File: src/rtl/nibble_serial_adder_ctrl.sv
`default_nettype none
// ============================================================================
// Module      : nibble_serial_adder_ctrl
// Description : Adds two WIDTH-bit operands four bits per cycle through an
//               external combinational 4-bit ripple adder. Each cycle the
//               controller presents one nibble slice and the registered carry,
//               then captures the sum nibble and the carry-out.
//               Optional feature macro: NIBBLE_SERIAL_SUB_EN (adds sub_i port;
//               sub_i=1 computes op_a - op_b, cout_o=1 means no borrow).
// Revision    : 1.0 - initial release
// ============================================================================
module nibble_serial_adder_ctrl #(
    parameter int WIDTH = 16
) (
    input  logic             clk,
    input  logic             rst_n,
    input  logic             start_i,
    input  logic [WIDTH-1:0] op_a_i,
    input  logic [WIDTH-1:0] op_b_i,
    input  logic             cin_i,
`ifdef NIBBLE_SERIAL_SUB_EN
    input  logic             sub_i,
`endif
    output logic             busy_o,
    output logic             done_o,
    output logic [WIDTH-1:0] result_o,
    output logic             cout_o,
    output logic [3:0]       adder_a_o,
    output logic [3:0]       adder_b_o,
    output logic             adder_cin_o,
    input  logic [3:0]       adder_sum_i,
    input  logic             adder_cout_i
);

    localparam int NIBBLES = WIDTH / 4;
    localparam int CNT_W   = $clog2(NIBBLES);
    localparam logic [CNT_W-1:0] LAST_NIB = CNT_W'(NIBBLES - 1);

    typedef enum logic [1:0] {
        IDLE = 2'd0,
        RUN  = 2'd1,
        DONE = 2'd2
    } state_t;

    state_t             state_q, state_d;
    logic [WIDTH-1:0]   a_sr_q, a_sr_d;
    logic [WIDTH-1:0]   b_sr_q, b_sr_d;
    logic [WIDTH-1:0]   sum_sr_q, sum_sr_d;
    logic [WIDTH-1:0]   result_q, result_d;
    logic               cout_q, cout_d;
    logic               carry_q, carry_d;
    logic [CNT_W-1:0]   cnt_q, cnt_d;

    logic               w_accept;
    logic               w_first_carry;
    logic [3:0]         w_b_nib;
    logic [WIDTH-1:0]   w_sum_next;

`ifdef NIBBLE_SERIAL_SUB_EN
    logic               sub_q, sub_d;

    // Subtraction feeds the inverted B nibble and forces the initial carry
    // so that A + ~B + 1 = A - B.
    assign w_first_carry = sub_i ? 1'b1 : cin_i;
    assign w_b_nib       = sub_q ? ~b_sr_q[3:0] : b_sr_q[3:0];
`else
    assign w_first_carry = cin_i;
    assign w_b_nib       = b_sr_q[3:0];
`endif

    // A new operation may only be accepted while not running.
    assign w_accept = start_i && ((state_q == IDLE) || (state_q == DONE));

    // Sum nibble from the adder enters at the top; earlier nibbles move down.
    assign w_sum_next = (sum_sr_q >> 4) | {adder_sum_i, {(WIDTH-4){1'b0}}};

    // Adder inputs are parked at zero outside RUN so the adder stays quiet.
    // adder_cin_o comes only from the carry register, never from adder_cout_i.
    assign adder_a_o   = (state_q == RUN) ? a_sr_q[3:0] : 4'd0;
    assign adder_b_o   = (state_q == RUN) ? w_b_nib     : 4'd0;
    assign adder_cin_o = (state_q == RUN) ? carry_q     : 1'b0;

    assign busy_o   = (state_q == RUN);
    assign done_o   = (state_q == DONE);
    assign result_o = result_q;
    assign cout_o   = cout_q;

    // Next-state and datapath update: load on accept, shift one nibble per RUN cycle.
    always_comb begin
        state_d  = state_q;
        a_sr_d   = a_sr_q;
        b_sr_d   = b_sr_q;
        sum_sr_d = sum_sr_q;
        result_d = result_q;
        cout_d   = cout_q;
        carry_d  = carry_q;
        cnt_d    = cnt_q;
`ifdef NIBBLE_SERIAL_SUB_EN
        sub_d    = sub_q;
`endif

        case (state_q)
            IDLE, DONE: begin
                state_d = IDLE;
                if (w_accept) begin
                    state_d = RUN;
                    a_sr_d  = op_a_i;
                    b_sr_d  = op_b_i;
                    carry_d = w_first_carry;
                    cnt_d   = '0;
`ifdef NIBBLE_SERIAL_SUB_EN
                    sub_d   = sub_i;
`endif
                end
            end
            RUN: begin
                carry_d  = adder_cout_i;
                sum_sr_d = w_sum_next;
                a_sr_d   = a_sr_q >> 4;
                b_sr_d   = b_sr_q >> 4;
                cnt_d    = cnt_q + 1'b1;
                if (cnt_q == LAST_NIB) begin
                    // Result becomes visible only on completion.
                    result_d = w_sum_next;
                    cout_d   = adder_cout_i;
                    cnt_d    = '0;
                    state_d  = DONE;
                end
            end
            default: begin
                state_d = IDLE;
            end
        endcase
    end

    // State and datapath registers with asynchronous active-low reset.
    always_ff @(posedge clk or negedge rst_n) begin
        if (!rst_n) begin
            state_q  <= IDLE;
            a_sr_q   <= '0;
            b_sr_q   <= '0;
            sum_sr_q <= '0;
            result_q <= '0;
            cout_q   <= 1'b0;
            carry_q  <= 1'b0;
            cnt_q    <= '0;
`ifdef NIBBLE_SERIAL_SUB_EN
            sub_q    <= 1'b0;
`endif
        end else begin
            state_q  <= state_d;
            a_sr_q   <= a_sr_d;
            b_sr_q   <= b_sr_d;
            sum_sr_q <= sum_sr_d;
            result_q <= result_d;
            cout_q   <= cout_d;
            carry_q  <= carry_d;
            cnt_q    <= cnt_d;
`ifdef NIBBLE_SERIAL_SUB_EN
            sub_q    <= sub_d;
`endif
        end
    end

endmodule
`default_nettype wire

File: config.mk
export PLATFORM = sky130hd
export DESIGN_NAME = nibble_serial_adder_ctrl
export DESIGN_NICKNAME = d
export VERILOG_FILES = /design/src/rtl/nibble_serial_adder_ctrl.sv
export SDC_FILE = /design/constraint.sdc
export NUM_CORES = 1
export LEC_CHECK = 0
export ABC_AREA = 1
export BUFFER_PORTS_ARGS = -buffer_cell sky130_fd_sc_hd__buf_2
export CAP_MARGIN = 10
export CORE_ASPECT_RATIO = 1.5
export CORE_MARGIN = 2
export CORE_UTILIZATION = 49
export DETAILED_ROUTE_END_ITERATION = 8
export PLACE_DENSITY = 0.74
export SYNTH_ARGS = -nofsm -noshare
export SYNTH_HDL_FRONTEND = slang
export SYNTH_SLANG_ARGS = --single-unit
File: constraint.sdc
create_clock -name clk -period 1.25 [get_ports clk]
set_input_delay 0.25 -clock clk [delete_from_list [all_inputs] [get_ports clk]]
set_output_delay 0.25 -clock clk [all_outputs]
set_load 0.02 [all_outputs]
---- Word-level counts from Yosys, hierarchy flattened ----
Index checks and enable logic that the tools add are counted.
word-level totals
  logic and storage cells ................. 37
  register bits after elaboration ......... 70
  output and inout port bits .............. 28
cells by class
  reductions and logical operators ........ 7
  mux-type cells .......................... 15
  equal/unequal tests ..................... 5
  bitwise operators ....................... 1
  $add $sub $neg .......................... 1
operators by type and width
  kind                 number
  $pmux 16 s2          2
  $mux 16              2
  $or 12x16->16        1
  $mux 4               2
  $pmux 2 s2           2
  $mux 2               3
  $eq 2x2->1 const B   2
  $reduce_and 2->1     2
  $mux 1               3
  $add 2x1->2 const B  1
  $eq 2x1->1 const B   1
  $logic_not 2->1      1
  $ne 2x1->1 const B   1
  $ne 2x2->1 const B   1
  $pmux 1 s2           1
  $reduce_bool 2->1    1
  $reduce_or 2->1      1
  $logic_and 1x1->1    1
  $logic_or 1x1->1     1

---- Longest topological paths before layout ----
Gate-level depths: netlist of run 1.
  depth after elaboration ................. 5
  depth in mapped cells ................... 8
  depth with buffers taken out ............ 6

---- Least setup slack after synthesis of run 1 ----
Ideal clock, no wire load.
  path kind ............................... reg-to-output
  from .................................... reg state_q[1]
  to ...................................... out adder_a_o[0]
  setup slack ............................. -0.188 ns
  path buffers ............................ 2
  data arrival time ....................... 1.188 ns
  cell stages (with the launch flop) ...... 6
  path through ............................ dfrtp_1 > inv_2 > nand2_4 > buf_4 > buf_6 > nor2_1
between the ends
  longest elaborated chain between the ends .. 2
RTL lines
  what                    RTL line  source
  from (decl)             45        state_t state_q, state_d;
  from (signal assigned)  151       state_q <= state_d;
  $eq 2x1->1              79        assign adder_a_o = (state_q == RUN) ? a_sr_q[3:0] : 4'd0;
  $mux 4                  79
  to (decl)               28        output logic [3:0] adder_a_o,
Every way passes these cells.

---- Final worst setup path of run 1 ----
  from .................................... reg state_q[1]
  to ...................................... out adder_b_o[0]
between the ends
  longest elaborated chain between the ends .. 2
RTL lines
  what        RTL line  source
  $eq 2x1->1  80        assign adder_b_o = (state_q == RUN) ? w_b_nib : 4'd0;
  $mux 4      80
  to (decl)   29        output logic [3:0] adder_b_o,
Every way passes these cells.

==> out/metrics.yaml, run 1 <==
synth_edf_count: 0
start_util_pct: 50.58
synth-main-ff-cell: "dfrtp_1"
power_frac_clock_pct: 13.3
irDropWorstVdd_mv: 1.817
r2r.worst_path.cells: 6
synth_top_area_share_pct: 52.88
grt_pass1_vias: 2572
design_area_um2: 4409
synth_cells: 388
period_share_pct: 118.2
max_freq_ghz: 0.6766
worstMarginPinSlew_ns: 0.3581
diodes: 0
io_pins: 69
dp_hpwl_um: 4523
violations: "setup timing"
hp-start: "op_a_i[15]"
wirelength_um: 7863
cts-buffers-inserted: 9
rows: 35
ctsHtreeMaxLevel: 3
die_area_um2: 7041
dieWidth_um: 69.19
vias: 2801
cap_violations: 0
async_flop_share_pct: 100.0
grt_overflow_total: 0
netSwitchingPower_w: 0.005545
cp_num_buf_inv: 3
p_comb_share_pct: 58.3
synth_common_cells: "nand2_1 (126), inv_1 (73), dfrtp_1 (66)"
final_cells: 560
place_inst: 527
max_stage_delay_ns: 0.38
cts_tree: "done"
dr.pass1.iters: 4
crit_cells: 5
dp_slack_ns: -0.008977
rsz0062_at_grt: "yes"
period_needed_ns: 1.478
insertion_delay_ns: 0.34
placed_area_um2: 3680
rrSetupSlack_ns: -0.07
critical-path-top-delay-family: "flip-flops"
worstHoldPathCells: 3
swShare_pct: 42.41
clock_path_buffers: 2
arrival_ns: 1.23
slew_headroom_pct: 76.13
path_max_fanout: 12
r2r_end: "b_sr_q[6]$_DFFE_PN0P_"
yosys-top-cells-area: "dfrtp_1 (53%), nand2_1 (15%), inv_1 (8.8%)"
initialDrtViolationCount: 173
layout-drive-gt1-share_pct: 34.57
powerDensity_nw_per_um2: 2965
synth_cell_types: 18
seq_area_frac_synth_pct: 52.88
yosys_warnings: 0
io_buffers: 68
finalSetupViolCount: 49
die_h_um: 101.8
final_util_pct: 71.41
cp_data_required_time_ns: 1.00
grt_max_degree: 67
hold_path_end: "a_sr_q[15]$_DFFE_PN0P_"
routedWlPerCell_um: 14.04
cts-root-buf: "clkbuf_8"
core_area_um2: 6175
grt_pass1_wl_um: 11360
start_kind: "flip-flop"
hold_class: "primary input to flip-flop"
p_seq_share_pct: 28.4
synth_seq_cells: 66
syn_area_per_cell_um2: 8.049
syn_nets: 430
grt_use_total_pct: 20.14
p_total_w: 0.01307
hold_viol: 0
r2r_start: "state_q[0]$_DFFE_PN0P_"
slew_violations: 0
synth_area_um2: 3123
synth_top_cell_by_area: "dfrtp_1"
status: "finished, violations left"
leakage_nw: 2.450
critical_path.slowest_cell: "dfrtp_1"
fin_nets: 524
drc: 0
yosysMostFrequentCell: "nand2_1"
cts.sinks: 66
crit_path_end_kind: "output port"
crit_type: "flip-flop to output port"
setup_ws_ns: -0.2280
fin_worst_skew_ns: 0.008140
drt.antenna.violating_nets: 0
clk_pin_slew_worst_paths_ns: 0.07
grt_antenna_before_repair: 0
area_growth_syn_to_layout_pct: 41.19
gp_congestion: 0.7345
path_cells: "inv_2 -> nand2_4 -> buf_12 -> nor2_4 -> buf_6"
p_int_w: 0.007529
vias_per_cell: 5.002
## logic make-up after synthesis
| family | after synthesis | synth area share, % |
|---|---|---|
| AND/OR/NAND/NOR | 192 | 25.96 |
| buffers and inverters | 95 | 13.74 |
| AO/OA/AOI/OAI | 34 | 7.011 |
| adder cells (fa/ha/maj) | 1 | 0.4006 |
| flip-flops | 66 | 52.88 |
## registers in the layout (all words and copies together), names as in the netlist
register,flops
state_q,2
carry_q,1
result_o,16
a_sr_q,16
cnt_q,2
sum_sr_q,12
cout_o,1
b_sr_q,16
## per-layer routing
metal,GRT usage [%],part of all wire [%]
met5,0,0
met4,8.597,3.3
met2,36.02,53
met1,23.59,39
met3,3.980,4.6
## power by group through the flow
stage	Combinational [W]	Sequential, W	Clock (W)
floorplan	0.00379	0.00388	0
global placement	0.00530	0.00367	0
detailed placement	0.00547	0.00369	0
CTS	0.00644	0.00366	0.00175
global route	0.00827	0.00382	0.00185
finish	0.00762	0.00371	0.00174
## placed cells by master, fill, tap and decap left out, types with 3 or more instances in the layout
cell type / netlist / final
buf_12: 0 / 7
buf_2: 5 / 58
buf_4: 5 / 8
buf_6: 6 / 15
clkbuf_16: 0 / 6
clkbuf_8: 0 / 10
dfrtp_1: 66 / 65
inv_1: 73 / 73
nand2_1: 126 / 114
nand2_2: 2 / 11
nand2_4: 2 / 3
nand2_8: 0 / 3
nand3_1: 50 / 44
nand3_2: 0 / 6
nor2_4: 1 / 10
o21ai_1: 6 / 17
o21ai_2: 13 / 17
## worst min-delay path, cell delays in order
cell and delay, ns:
buf_2 0.07, nand2_1 0.05, o21ai_2 0.05
## metrics by stage
stage | hold WS (ns) | setup TNS (ns)
2_1_floorplan | -0.04559 | -0.3813
3_3_place_gp | 0.2984 | 0
3_5_place_dp | 0.2972 | -0.01695
4_1_cts | 0.1184 | -3.603
5_1_grt | 0.1335 | -6.768
6_report | 0.1238 | -3.287
## layout make-up
cell class | instances | area, um^2
fill | 448 | 1765
sequential | 66 | 1653
multi-input combinational | 228 | 1240
timing repair buffer | 99 | 904.6
inverter | 76 | 311.5
clock buffer | 12 | 145.1
tap | 74 | 92.59
clock inverter | 3 | 40.04
timing repair inverter | 2 | 22.52
## worst max path at each step
stage                           startpoint  slack, ns                     to
finish              state_q[1]$_DFFE_PN0P_      -0.23           adder_b_o[0]
floorplan           state_q[1]$_DFFE_PN0P_      -0.06           adder_a_o[0]
global placement    state_q[1]$_DFFE_PN0P_       0.02           adder_a_o[0]
detailed placement  state_q[1]$_DFFE_PN0P_     -0.009  a_sr_q[3]$_DFFE_PN0P_
global route        state_q[1]$_DFFE_PN0P_      -0.31           adder_a_o[1]
CTS                 state_q[1]$_DFFE_PN0P_      -0.24           adder_b_o[1]
## what timing repair did
action,4_1_cts,5_1_grt
endpoints found under the hold margin,66,0
setup endpoints to repair,16,61
hold buffers,1,0
cloned,2,9
buffers inserted,5,3
pin swaps,3,8
resized for setup,40,44
No activity file was read; power rests on OpenSTA's default activity.
==> inputs of run 2 (changes only) <==
- CELL_PAD_IN_SITES_DETAIL_PLACEMENT: not set -> 0
- CELL_PAD_IN_SITES_GLOBAL_PLACEMENT: not set -> 1
- CORE_UTILIZATION: 49 -> 35
- PLACE_DENSITY: 0.74 -> 0.73
==> run 2 against run 1 <==
Sequential power decreased by 1%. Largest cell class unchanged. Cell count increased by 5.2%. Clock skew decreased by 0.0046 ns. Final area decreased by 3.2%. Count of clock-buffer cells in the layout increased by 2. Die area increased by 38%. The flow still finishes with violations (setup timing). Critical endpoint is now adder_a_o[2]. Setup slack got worse by 0.033 ns. Critical path depth unchanged. Worst hold slack improved by 0.028 ns. Via count decreased by 4.1%.
==> out/metrics.yaml, run 2 (synthesis gave the netlist of run 1 again) <==
io_buffers: 68
dp_hpwl_um: 4901
start_kind: "flip-flop"
irDropWorstVdd_mv: 1.330
worstMarginPinSlew_ns: 0.3581
ctsHtreeMaxLevel: 3
area_growth_syn_to_layout_pct: 36.70
cts_tree: "done"
cp_num_buf_inv: 3
design_area_um2: 4269
cp_data_required_time_ns: 1.00
io_pins: 69
powerDensity_nw_per_um2: 2911
final_util_pct: 48.65
period_share_pct: 120.9
dr.pass1.iters: 4
max_stage_delay_ns: 0.38
crit_path_end: "adder_a_o[2]"
setup_ws_ns: -0.2610
r2r_end: "result_o[11]$_DFFE_PN0P_"
dieWidth_um: 81.13
fin_nets: 516
hold_viol: 0
max_freq_ghz: 0.6618
wirelength_um: 7598
vias_per_cell: 4.560
fin_worst_skew_ns: 0.003517
die_h_um: 119.7
diodes: 0
grt_pass1_wl_um: 12590
crit_cells: 5
clk_pin_slew_worst_paths_ns: 0.05
layout-drive-gt1-share_pct: 31.52
crit_path_start: "state_q[1]$_DFFE_PN0P_"
hold_class: "primary input to flip-flop"
fillers: 882
slew_headroom_pct: 76.13
final_common_cell: "nand2_1"
path_cells: "inv_2 -> nand2_4 -> buf_12 -> nor2_4 -> buf_6"
finalSetupViolCount: 34
initialDrtViolationCount: 199
drc: 0
insertion_delay_ns: 0.32
critical_path.slowest_cell: "dfrtp_1"
vias: 2686
grt_antenna_before_repair: 0
layout_common_cells: "nand2_1 (115), inv_1 (72), dfrtp_1 (66), buf_2 (57), nand3_1 (49)"
path_max_fanout: 9
grt_max_degree: 67
critical-path-top-delay-family: "flip-flops"
r2r.worst_path.cells: 8
r2r_start: "state_q[0]$_DFFE_PN0P_"
cts-buffers-inserted: 9
crit_type: "flip-flop to output port"
timing.hold.ws_ns: 0.1515
drt.antenna.violating_nets: 0
grt_pass1_vias: 2668
die_area_um2: 9710
rows: 42
arrival_ns: 1.26
leakage_nw: 2.370
period_needed_ns: 1.511
cts-root-buf: "clkbuf_16"
cap_violations: 0
dp_slack_ns: 0.04170
core_area_um2: 8776
cts.sinks: 66
gp_congestion: 0.7745
rrSetupSlack_ns: -0.04
grt_overflow_total: 0
slew_violations: 0
placed_area_um2: 3712
routedWlPerCell_um: 12.90
violations: "setup timing"
start_util_pct: 35.59
status: "finished, violations left"
grt_use_total_pct: 17.00
clock_path_buffers: 2
crit_path_end_kind: "output port"
rsz0062_at_grt: "yes"
-- run 2: layout make-up --
cell class                      instances  area [um^2]  share of cell area (%)
Sequential cell                        66         1652                   38.69
Timing Repair Buffer                   94        723.2                   16.94
Inverter                               76        299.0                   7.005
Clock inverter                          2        10.01                  0.2345
Tap cell                              110        137.6                   3.224
Multi-Input combinational cell        227         1174                   27.49
Clock buffer                           14        274.0                   6.419
-- run 2: power breakdown --
| part | switching (W) | internal [W] |
|---|---|---|
| combinational | 0.00374 | 0.00267 |
| clock | 0.000846 | 0.00150 |
| sequential | 0.000504 | 0.00316 |
-- run 2: worst min-delay path by stage --
stage                          start                     end  slack [ns]  cells after the start
after floorplan                rst_n   a_sr_q[0]$_DFFE_PN0P_       -0.05                      0
after global placement         rst_n  a_sr_q[15]$_DFFE_PN0P_        0.30                      2
after detailed placement       rst_n  a_sr_q[15]$_DFFE_PN0P_        0.30                      2
after CTS                 op_a_i[14]  a_sr_q[14]$_DFFE_PN0P_        0.14                      3
after global routing      op_b_i[15]  b_sr_q[15]$_DFFE_PN0P_        0.16                      3
final                     op_b_i[15]  b_sr_q[15]$_DFFE_PN0P_        0.15                      3
-- run 2: metrics by stage --
| step | cells | total power, W | TNS (ns) |
|---|---|---|---|
| final | 589 | 0.01243 | -3.129 |
| after CTS | 586 | 0.01223 | -3.267 |
| after global routing | 589 | 0.01348 | -6.063 |
| after floorplan | 388 | 0.007669 | -0.3813 |
| after global placement | 563 | 0.009003 | 0 |
| after detailed placement | 563 | 0.009143 | 0 |
-- run 2: metal layers --
| layer | share of wire [%] | vias up | wire (um) | GRT usage (%) |
|---|---|---|---|---|
| met2 | 52 | 80 | 3924 | 27.43 |
| met4 | 2.1 | 0 | 161 | 7.415 |
| met3 | 5.5 | 13 | 419 | 4.586 |
| met1 | 41 | 1251 | 3092 | 21.08 |
| li1 | - | 1342 | - | - |
| met5 | 0 | - | 0 | 0 |
-- run 2: worst reg2reg max path: cells and delay by family, from the launching register on --
| kind | cells | cell delay (ns) |
|---|---|---|
| buffers and inverters | 4 | 0.48 |
| and+or+nand+nor | 3 | 0.25 |
| DFF | 1 | 0.40 |
| AOI/OAI and AO/OA | 1 | 0.05 |
-- run 2: timing repair --
item,4_1_cts,5_1_grt
hold buffers,1,0
resized for setup,28,20
setup buffers,5,1
endpoints found under the setup margin,11,71
cloned,1,3
hold endpoints to repair,66,0
pin swaps,1,5
==> inputs of run 3 (changes only) <==
--- a/config.mk
+++ b/config.mk
@@ -12,8 +12,8 @@
 export CELL_PAD_IN_SITES_GLOBAL_PLACEMENT = 1
 export CORE_ASPECT_RATIO = 1.5
-export CORE_MARGIN = 2
-export CORE_UTILIZATION = 35
+export CORE_MARGIN = 1.5
+export CORE_UTILIZATION = 39
 export DETAILED_ROUTE_END_ITERATION = 8
-export PLACE_DENSITY = 0.73
+export PLACE_DENSITY = 0.77
 export SYNTH_ARGS = -nofsm -noshare
 export SYNTH_HDL_FRONTEND = slang
==> constraint.sdc (replaced) <==
create_clock -name clk -period 1.4 [get_ports clk]
set_input_delay 0.07 -clock clk [delete_from_list [all_inputs] [get_ports clk]]
set_output_delay 0.07 -clock clk [all_outputs]
set_load 0.02 [all_outputs]
==> run 3 against run 2 <==
Utilization rose by 6.1 points. Clock skew rose by 0.0024 ns. The run ends with hold timing left. Wire length fell by 0.16%. Largest power group unchanged. Sequential power fell by 9.8%. Non-clock buffer count rose by 8. Clock power fell by 3%.
==> out/metrics.yaml, run 3 (synthesis gave the netlist of run 1 again) <==
die_area_um2: 8565
grt_use_total_pct: 17.84
clk_pin_slew_worst_paths_ns: 0.05
die_h_um: 112.6
crit_path_end_kind: "output port"
dr.pass1.iters: 4
area_growth_syn_to_layout_pct: 35.14
start_util_pct: 40.51
final_common_cell: "nand2_1"
cp_data_required_time_ns: 1.33
crit_type: "flip-flop to output port"
grt_antenna_before_repair: 0
grt_pass1_wl_um: 12130
irDropWorstVdd_mv: 1.166
diodes: 0
vias_per_cell: 4.585
drt.antenna.violating_nets: 0
cap_violations: 0
io_pins: 69
grt_max_degree: 39
fin_nets: 524
slew_violations: 0
grt_pass1_vias: 2613
powerDensity_nw_per_um2: 2566
path_max_fanout: 14
cts_tree: "done"
rsz0062_at_grt: "yes"
critical-path-top-delay-family: "flip-flops"
insertion_delay_ns: 0.32
violations: "hold timing"
rrSetupSlack_ns: 0.12
status: "finished, violations left"
final_util_pct: 54.74
layout_common_cells: "nand2_1 (126), inv_1 (73), dfrtp_1 (65), buf_2 (59), nand3_1 (50)"
rows: 39
cts.sinks: 66
start_kind: "flip-flop"
arrival_ns: 1.27
io_buffers: 68
max_freq_ghz: 0.7488
routedWlPerCell_um: 12.90
timing.hold.ws_ns: -0.001863
vias: 2696
cp_num_buf_inv: 2
core_area_um2: 7710
critical_path.slowest_cell: "dfrtp_2"
fin_worst_skew_ns: 0.005892
initialDrtViolationCount: 208
dieWidth_um: 76.07
finalSetupViolCount: 0
place_inst: 551
hold_viol: 1
clock_path_buffers: 2
cts-root-buf: "clkbuf_16"
drc: 0
period_needed_ns: 1.335
leakage_nw: 2.378
path_cells: "buf_4 -> nor2_1 -> buf_2"
dp_hpwl_um: 4936
layout-drive-gt1-share_pct: 28.40
hold_class: "primary input to flip-flop"
period_share_pct: 95.39
ctsHtreeMaxLevel: 3
grt_overflow_total: 0
final_cells: 588
max_stage_delay_ns: 0.46
cts-buffers-inserted: 9
wirelength_um: 7586
worstMarginPinSlew_ns: 0.4196
slew_headroom_pct: 72.03
gp_congestion: 0.7711
-- run 3: report_power, final --
group          leakage, nW  internal [W]  total, W  switching (W)
logic                 1.41       0.00220   0.00526        0.00306
clock network        0.152       0.00151   0.00226       0.000753
registers            0.820       0.00283   0.00331       0.000481
total                 2.38       0.00654    0.0108        0.00429
-- run 3: through the flow --
step	hold slack (ns)	total power, W	worst slack, ns	instance area (um^2)	setup TNS [ns]
CTS	0.0005616	0.01010	0.00005040	3999	0
detailed placement	0.02956	0.007737	0.1715	3590	0
finish	-0.001863	0.01083	0.06455	4220	0
floorplan	-0.2256	0.006551	0.1423	3123	0
global route	0.01908	0.01172	-0.01584	4220	-0.03254
global placement	0.02772	0.007611	0.2166	3590	0
-- run 3: layer usage --
layer	vias up	routed length, um	GRT usage, %
li1	1356	-	-
met1	1279	3243	22.23
met2	53	3888	29.25
met3	8	330	5.366
met4	0	123	6.790
met5	-	0	0
-- run 3: what timing repair did --
item | in CTS | in global routing
hold endpoints to repair | 21 | 0
buffers inserted | 1 | 8
cloned | 0 | 4
pin swaps | 0 | 1
hold buffers | 9 | 0
endpoints found under the setup margin | 9 | 9
resized for setup | 2 | 21
-- run 3: layout make-up --
type	count	area (um^2)
Multi-Input combinational cell	227	1074
Tap cell	102	127.6
Sequential cell	66	1653
Timing Repair Buffer	102	773.2
Clock buffer	13	270.3
Fill cell	790	3490
Inverter	76	287.8
Clock inverter	2	35.03
-- run 3: worst reg2reg max path: stages (launching register included) --
cell     delay (ns)
dfrtp_1        0.38
inv_2          0.12
nand2_8        0.08
buf_4          0.15
nand2_4        0.10
buf_4          0.22
nand3_1        0.10
nand2_1        0.06
-- run 3: worst paths after layout --
path / start / endpoint / cells after the start
max: state_q[0]$_DFFE_PN0P_ / done_o / 3
min: op_a_i[12] / a_sr_q[12]$_DFFE_PN0P_ / 3
max in group asynchronous: rst_n / state_q[0]$_DFFE_PN0P_ / 3
min in group asynchronous: rst_n / result_o[13]$_DFFE_PN0P_ / 2
max reg2reg: state_q[1]$_DFFE_PN0P_ / a_sr_q[2]$_DFFE_PN0P_ / 7
min reg2reg: result_o[13]$_DFFE_PN0P_ / result_o[13]$_DFFE_PN0P_ / 2
